$ cat config.mk
export PLATFORM = sky130hd
export DESIGN_NAME = config_frame_controller
export DESIGN_NICKNAME = d
export VERILOG_FILES = /design/src/rtl/protocol_pkg.sv /design/src/rtl/config_frame_controller.sv
export SDC_FILE = /design/constraint.sdc
export NUM_CORES = 1
export LEC_CHECK = 0
export ABC_CLOCK_PERIOD_IN_PS = 3250
export CORE_MARGIN = 2
export CORE_UTILIZATION = 30
export CTS_CLUSTER_DIAMETER = 120
export DETAILED_ROUTE_END_ITERATION = 6
export MAX_ROUTING_LAYER = met4
export PLACE_DENSITY = 0.48
export REMOVE_ABC_BUFFERS = 1
export SYNTH_ARGS = -nofsm -noshare
export SYNTH_HDL_FRONTEND = slang
export SYNTH_SLANG_ARGS = --single-unit
$ cat constraint.sdc
create_clock -name clk -period 3.25 [get_ports clk]
set_input_delay 0.325 -clock clk [delete_from_list [all_inputs] [get_ports clk]]
set_output_delay 0.325 -clock clk [all_outputs]
set_load 0.05 [all_outputs]
$ cat src/rtl/protocol_pkg.sv
// Shared protocol definitions for the SPI configuration path.
// Holds the framing FSM state and error encodings, the frame header byte,
// and the synth_t layout that sets the default frame payload size.
// No ports (package).
package protocol_pkg;

   localparam logic [7:0] FRAME_HEADER = 8'hA5;

   typedef enum logic [2:0] {
      ST_IDLE,
      ST_HDR,
      ST_PAYLOAD,
      ST_CHECK,
      ST_WAIT_TICK,
      ST_DRAIN
   } cfg_state_e;

   typedef enum logic [1:0] {
      ERR_NONE    = 2'd0,
      ERR_BAD_HDR = 2'd1,
      ERR_BAD_SUM = 2'd2,
      ERR_SHORT   = 2'd3
   } cfg_err_e;

   // Active synth configuration; byte 0 of a frame lands in the MSB byte.
   typedef struct packed {
      logic [15:0] osc_freq;
      logic [7:0]  waveform;
      logic [7:0]  attack;
      logic [7:0]  decay;
      logic [7:0]  sustain;
      logic [7:0]  release_t;
      logic [7:0]  volume;
   } synth_t;

endpackage

$ cat src/rtl/config_frame_controller.sv
// Framing and commit controller between the SPI slave byte stream and the
// synth configuration shadow buffer.
//
// A frame is: header byte, FRAME_BYTES payload bytes, one checksum byte
// chosen so that payload + checksum == 0 mod 2^WIDTH. Payload bytes are
// streamed into the shadow buffer as they arrive; the copy to the active
// config (commit) is only requested on a sample_tick after a fully valid
// frame, so a bad or truncated frame never becomes active.
//
// Ports:
//   clk         system clock
//   rstn        asynchronous active-low reset
//   cs_n        SPI chip select (synchronised), low = frame in progress
//   byte_in     received byte
//   byte_valid  one-cycle strobe qualifying byte_in
//   sample_tick one-cycle strobe at each audio sample boundary
//   wr_en       shadow buffer write strobe
//   wr_addr     shadow byte index, 0 = first payload byte
//   wr_data     shadow write data
//   commit      one-cycle pulse: copy shadow to active config
//   busy        controller not idle
//   err_code    last error (NONE, BAD_HDR, BAD_SUM, SHORT)
//   err_count   saturating count of rejected frames
module config_frame_controller
   import protocol_pkg::*;
#(
   parameter int                WIDTH        = 8,
   parameter int                FRAME_BYTES  = $bits(synth_t) / WIDTH,
   parameter logic [WIDTH-1:0]  FRAME_HEADER = protocol_pkg::FRAME_HEADER,
   localparam int               ADDR_W       = (FRAME_BYTES > 1) ? $clog2(FRAME_BYTES) : 1,
   localparam int               CNT_W        = $clog2(FRAME_BYTES + 1)
) (
   input  logic              clk,
   input  logic              rstn,
   input  logic              cs_n,
   input  logic [WIDTH-1:0]  byte_in,
   input  logic              byte_valid,
   input  logic              sample_tick,
   output logic              wr_en,
   output logic [ADDR_W-1:0] wr_addr,
   output logic [WIDTH-1:0]  wr_data,
   output logic              commit,
   output logic              busy,
   output logic [1:0]        err_code,
   output logic [7:0]        err_count
);

   cfg_state_e        state;
   logic [CNT_W-1:0]  cnt;
   logic [WIDTH-1:0]  sum;

   // Checksum accumulation wraps modulo 2^WIDTH.
   function automatic logic [WIDTH-1:0] sum_add(input logic [WIDTH-1:0] a,
                                                input logic [WIDTH-1:0] b);
      return a + b;
   endfunction

   function automatic logic [7:0] sat_inc(input logic [7:0] v);
      return (v == 8'hFF) ? v : v + 8'd1;
   endfunction

   always_ff @(posedge clk or negedge rstn) begin
      if (!rstn) begin
         state     <= ST_IDLE;
         cnt       <= '0;
         sum       <= '0;
         wr_en     <= 1'b0;
         wr_addr   <= '0;
         wr_data   <= '0;
         commit    <= 1'b0;
         busy      <= 1'b0;
         err_code  <= ERR_NONE;
         err_count <= '0;
      end else begin
         wr_en  <= 1'b0;
         commit <= 1'b0;
         case (state)
            ST_IDLE: begin
               if (!cs_n) begin
                  state <= ST_HDR;
                  busy  <= 1'b1;
                  cnt   <= '0;
                  sum   <= '0;
               end
            end

            ST_HDR: begin
               if (cs_n) begin
                  // Deselected before any byte: not an error.
                  state <= ST_IDLE;
                  busy  <= 1'b0;
               end else if (byte_valid) begin
                  if (byte_in == FRAME_HEADER) begin
                     state <= ST_PAYLOAD;
                  end else begin
                     state     <= ST_DRAIN;
                     err_code  <= ERR_BAD_HDR;
                     err_count <= sat_inc(err_count);
                  end
               end
            end

            ST_PAYLOAD: begin
               // cs_n rising wins over a same-cycle byte: the byte is dropped.
               if (cs_n) begin
                  state     <= ST_IDLE;
                  busy      <= 1'b0;
                  err_code  <= ERR_SHORT;
                  err_count <= sat_inc(err_count);
               end else if (byte_valid) begin
                  wr_en   <= 1'b1;
                  wr_addr <= ADDR_W'(cnt);
                  wr_data <= byte_in;
                  cnt     <= cnt + 1'b1;
                  sum     <= sum_add(sum, byte_in);
                  if (cnt == CNT_W'(FRAME_BYTES - 1))
                     state <= ST_CHECK;
               end
            end

            ST_CHECK: begin
               if (cs_n) begin
                  state     <= ST_IDLE;
                  busy      <= 1'b0;
                  err_code  <= ERR_SHORT;
                  err_count <= sat_inc(err_count);
               end else if (byte_valid) begin
                  if (sum_add(sum, byte_in) == '0) begin
                     state <= ST_WAIT_TICK;
                  end else begin
                     state     <= ST_DRAIN;
                     err_code  <= ERR_BAD_SUM;
                     err_count <= sat_inc(err_count);
                  end
               end
            end

            ST_WAIT_TICK: begin
               // A validated frame is committed even if cs_n has already risen.
               if (sample_tick) begin
                  commit   <= 1'b1;
                  err_code <= ERR_NONE;
                  if (cs_n) begin
                     state <= ST_IDLE;
                     busy  <= 1'b0;
                  end else begin
                     state <= ST_DRAIN;
                  end
               end
            end

            ST_DRAIN: begin
               if (cs_n) begin
                  state <= ST_IDLE;
                  busy  <= 1'b0;
               end
            end

            default: begin
               state <= ST_IDLE;
               busy  <= 1'b0;
            end
         endcase
      end
   end

endmodule

==> qor.csv, run 1 <==
metric,value,unit
cp_max_fo,8,
finalNetCount,296,
hpwl,3.538,mm
peakVddDrop,592.6,uV
grt_pass1_vias,1676,
p_comb_share,34.8,%
power.share.clock,23.5,%
antenna_found_initial,0,
grt_max_degree,40,
ys_ff_latch,39,
wl_met1,2.549,mm
root_buffer,clkbuf_8,
ant_nets,0,
worst_pin_slew,908.6,ps
drt_pass1_iterations,4,
io_buffer_count,36,
hold_path_class,primary input to async pin,
cp-startpoint,byte_in[0],
cts_max_path_buffers,2,
globalRouteTotalUtil,14.20,%
slew-limit-headroom,39.43,%
muxShareOfSynthArea,2.195,%
fin_crit,2838,ps
r2r_start,sum[0],
wl_met2,2.219,mm
antenna_cells,0,
seq_area_frac_synth,45.06,%
cts_made_buffers,5,
start_util,31.36,%
rsz0062_at_grt,false,
cp_data_required_time,3430,ps
wire_per_inst,13.49,microns
ioPinCount,37,
p_leak,0.001218,uW
synthTopCellsByCount,"nand2_1, dfrtp_1, a21oi_1",
max-cap-violations,0,
synthXorXnorAreaFrac,6.008,%
finalSetupViolations,0,
skew,7.829,ps
totalPowerFinal,1474,uW
synth_simple_gate_area_share,25.77,%
drc_errors,0,
syn_inst,234,
vias,1763,
post-synth-top-area-cell,dfrtp_1,
avgSynthCellArea,9.256,sq um
synth-edff-count,0,
wl,4.977,mm
cts_tree,yes,
place_congestion,0.7634,
overflow,0,
synth_adder_area_share,6.124,%
h-tree-depth,2,
drv_slew,0,
syn_area,0.002166,sq mm
p_per_area,540.3,mW/mm^2
dieHeight,88.97,microns
ys_async_sr_fraction,100.0,%
holdBufCountCts,0,
vias_per_cell,4.778,
first_iter_violations,98,
top_layer,met4,
clock_latency,290,ps
clk_pin_slew,80,ps
die_x,88.97,microns
finalCritPeriodShare,87.31,%
ys.flop_type,dfrtp_1,
p_sw,572.7,uW
synth_compound_area_share,11.90,%
synth_most_common_cell,nand2_1,
yosysUniqueCellTypes,43,
cts_resized,0,
area_growth,26.00,%
die_area,0.007915,sq mm
clock-sinks,39,
met3_length,125,microns
drive_above_1_share,8.425,%
rows,30,
swShare,38.85,%
seq_power_share,41.7,%
synth_top_area_share,45.06,%
yosys-top-cells-area,"dfrtp_1, nand2_1, ha_1, a21oi_1, o21ai_0",
critPathLaunchType,primary input,
grt_pass1_wl,8.383,mm
path_class,primary input to register,
core-area,0.006907,sq mm
setup.worst_path.end_class,register,
fmax,352.4,MHz
crit_arrival,3020,ps
yosysWarnings,0,
synth_top_family_by_area,simple AND/OR/NAND/NOR gates,
status,finished clean,
setup_tns,0,ps
internal_power,901.6,uW
cts_setup_buffers,0,
nFillCells,735,
hold_viol,0,
[cell usage in the layout (no fill, tap or decap), types with 5 or more instances in the layout]
master,count
ha_1,9
nor3_1,5
xnor2_1,7
clkbuf_8,6
a21oi_1,15
o21ai_0,14
nand2_1,49
dfrtp_1,39
nand3_1,13
inv_1,8
nand4b_1,5
clkdlybuf4s50_1,35
xor2_1,6
nor2_1,12
[final timing paths]
| kind | endpoint | slack [ps] | depth (start not counted) |
|---|---|---|---|
| min reg2reg | wr_addr[2] | 470 | 2 |
| max | err_count[1] | 410 | 11 |
| min in group clk | wr_addr[2] | 470 | 2 |
| max reg2reg | err_count[1] | 630 | 10 |
| max in group asynchronous | sum[1] | 2520 | 1 |
| min | wr_data[2] | 160 | 1 |
[critical path: stages]
cell and delay, ps:
clkdlybuf4s50_1 520, ha_1 210, inv_1 60, fa_1 390, nand2b_1 180, a21oi_1 170, mux2i_1 250, and3_4 230
nand4_4 170, and2_4 220, mux2_4 290
[cells by family after synthesis]
| group | count (synthesis) |
|---|---|
| AND/OR/NAND/NOR | 108 |
| AO/OA/AOI/OAI | 42 |
| flip-flops | 39 |
| buffers and inverters | 17 |
| XOR/XNOR | 14 |
| adder cells (fa/ha/maj) | 10 |
| multiplexers | 4 |
[layout make-up]
type	count	area (sq um)	area share, %
Multi-Input combinational cell	178	1126	41.27
Timing Repair Buffer	40	385.4	14.12
Sequential cell	39	975.9	35.76
Clock inverter	1	5.005	0.1834
Clock buffer	6	82.58	3.026
Inverter	9	33.78	1.238
Tap cell	96	120.1	4.402
[state kept, by name (all words and copies together), names as in the netlist, 2 cells and up]
signal     count
state          3
wr_addr        3
sum            8
cnt            4
wr_data        8
err_count      8
err_code       2
[metrics by stage]
stage               hold WS (ps)  std cells  worst slack (ps)  area [sq um]  utilization [%]
detailed placement         462.5        362             92.22          2641            38.24
floorplan                  29.41        226             695.5          2136                -
CTS                        190.9        369             382.8          2729            39.51
global route               224.7        369             258.0          2729            39.51
finish                     155.2        369             412.3          2729            39.51
global placement           459.7        362             162.9          2641            38.24
[per-layer routing]
metal / vias to the layer above / GRT usage, %
li1: 894 / -
met1: 835 / 19.87
met2: 28 / 20.56
met3: 6 / 2.770
met4: 0 / 5.020
met5: - / -
[power groups by stage]
stage,sequential (uW),combinational (uW),clock [uW]
after global routing,626,558,377
final,614,513,347
after floorplan,748,212,0
after global placement,624,516,0
after CTS,615,516,359
after detailed placement,623,514,0
Note: power is estimated with default switching activity, not from simulation.
==> run 2, diff against run 1 <==
--- a/config.mk
+++ b/config.mk
@@ -5,7 +5,7 @@
 export SDC_FILE = /design/constraint.sdc
 export NUM_CORES = 1
 export LEC_CHECK = 0
-export ABC_CLOCK_PERIOD_IN_PS = 3250
+export ABC_CLOCK_PERIOD_IN_PS = 2700
 export CORE_MARGIN = 2
 export CORE_UTILIZATION = 30
 export CTS_CLUSTER_DIAMETER = 120
==> constraint.sdc (replaced) <==
create_clock -name clk -period 2.7 [get_ports clk]
set_input_delay 0.27 -clock clk [delete_from_list [all_inputs] [get_ports clk]]
set_output_delay 0.27 -clock clk [all_outputs]
set_load 0.05 [all_outputs]
==> run 2 against run 1 <==
Critical endpoint is now err_code[0]. Cell count increased by 7.0%. Hold slack got worse by 44 ps. Register-to-register slack got worse by 400 ps. Clock power increased by 37%. Critical path type unchanged. Non-clock buffer count increased by 26. Highest routed layer unchanged. Combinational power increased by 26%. Sequential cell count unchanged. Die area unchanged.
==> qor.csv, run 2 (synthesis results as in run 1) <==
metric,value,unit
setup_tns,0,ps
die_area,0.007915,sq mm
clock-sinks,39,
hpwl,3.713,mm
cts_max_path_buffers,2,
overflow,0,
status,finished clean,
cp_max_fo,5,
top_regs,"err_count x8, sum x8, wr_data x8",
rows,30,
ant_nets,0,
nFillCells,704,
peakVddDrop,572.6,uV
critPathLaunchType,primary input,
wire_per_inst,12.95,microns
h-tree-depth,2,
dieHeight,88.97,microns
finalNetCount,322,
p_per_area,630.1,mW/mm^2
io_buffer_count,36,
slew-limit-headroom,39.96,%
seq_power_share,39.7,%
drt_pass1_iterations,4,
finalSetupViolations,0,
vias_per_cell,4.696,
crit_arrival,2750,ps
reg2reg_setup_slack,230,ps
drive_above_1_share,17.39,%
totalPowerFinal,1862,uW
die_x,88.97,microns
internal_power,1181,uW
worst_pin_slew,900.5,ps
antenna_cells,0,
grt_max_degree,40,
first_iter_violations,67,
p_sw,680.9,uW
fin_area,0.002955,sq mm
most-common-layout-cells,"nand2_1, dfrtp_1, clkdlybuf4s50_1",
grt_pass1_wl,8.335,mm
holdWs,111.4,ps
start_util,31.36,%
max-cap-violations,0,
finalCritPeriodShare,95.30,%
antenna_found_initial,0,
power.share.clock,25.5,%
area_growth,36.45,%
vias,1855,
clk_pin_slew,80,ps
clock_latency,290,ps
skew,6.727,ps
wl,5.117,mm
ioPinCount,37,
fmax,388.7,MHz
path_class,primary input to register,
hold_viol,0,
cp_data_required_time,2870,ps
setup.worst_path.end_class,register,
dpl_cell_area,0.002829,sq mm
setup_slack,127.0,ps
p_leak,0.001358,uW
place_ws,-324.5,ps
root_buffer,clkbuf_8,
place_congestion,0.7866,
drc_errors,0,
cts_tree,yes,
p_comb_share,34.7,%
drv_slew,0,
cts_made_buffers,5,
core-area,0.006907,sq mm
grt_pass1_vias,1750,
fin_crit,2573,ps
holdBufCountCts,0,
final_common_cell,nand2_1,
globalRouteTotalUtil,14.09,%
hold_path_class,primary input to async pin,
swShare,36.57,%
-- run 2: cell types whose count changed in the layout (fill, tap and decap cells not counted) --
cell	delta
a21oi_1	-1
ha_2	+1
ha_1	-1
nand2b_1	-1
clkbuf_1	+1
a21oi_2	+1
clkbuf_8	-1
clkinv_2	-1
bufinv_16	+1
buf_4	+26
fa_2	+1
nand2b_4	+1
fa_1	-1
-- run 2: final cells by class --
type / count / area (sq um) / share of cell area, %
clock buffer: 6 / 72.57 / 2.456
multi-input combinational: 178 / 1142 / 38.65
inverter: 9 / 33.78 / 1.143
clock inverter: 1 / 30.03 / 1.016
sequential: 39 / 975.9 / 33.02
timing repair buffer: 66 / 580.6 / 19.64
tap: 96 / 120.1 / 4.064
-- run 2: what timing repair did --
item	in CTS	in global routing
setup endpoints to repair	0	7
buffers inserted	0	1
gates resized for setup	0	4
-- run 2: path summary, 6_finish.rpt --
check / from / end / cells past startpoint
min in group clk: wr_addr[0] / wr_addr[0] / 2
setup / recovery: byte_in[0] / err_code[0] / 11
max in group asynchronous: rstn / sum[7] / 1
hold / removal: rstn / wr_data[2] / 1
hold reg to reg: wr_addr[0] / wr_addr[0] / 2
setup reg to reg: sum[0] / err_code[0] / 10
-- run 2: layer usage --
layer  share of wire, %  routed length [microns]  global-route usage (%)
met1                 50                     2560                   19.71
met4               0.80                       41                   3.664
met5                  0                        0                       -
met3                1.6                       84                   2.493
met2                 48                     2432                   21.23
-- run 2: power groups by stage --
stage,Clock (uW),Combinational (uW),Sequential [uW]
global route,518,703,754
global placement,0,647,753
finish,476,646,740
floorplan,0,255,900
detailed placement,0,649,751
CTS,496,651,741
-- run 2: stage by stage --
stage          cells  utilization, %
2_1_floorplan    226               -
3_5_place_dp     387           40.96
6_report         395           42.79
5_1_grt          395           42.79
3_3_place_gp     387           40.96
4_1_cts          394           42.45
-- run 2: worst max-delay path, cell delays in order --
cell	delay, ps
clkdlybuf4s50_1	490
ha_2	190
inv_1	50
fa_2	340
nand2b_4	160
a21oi_2	150
mux2i_1	240
and3_4	230
nand4_4	140
nand3b_1	160
mux2_1	340
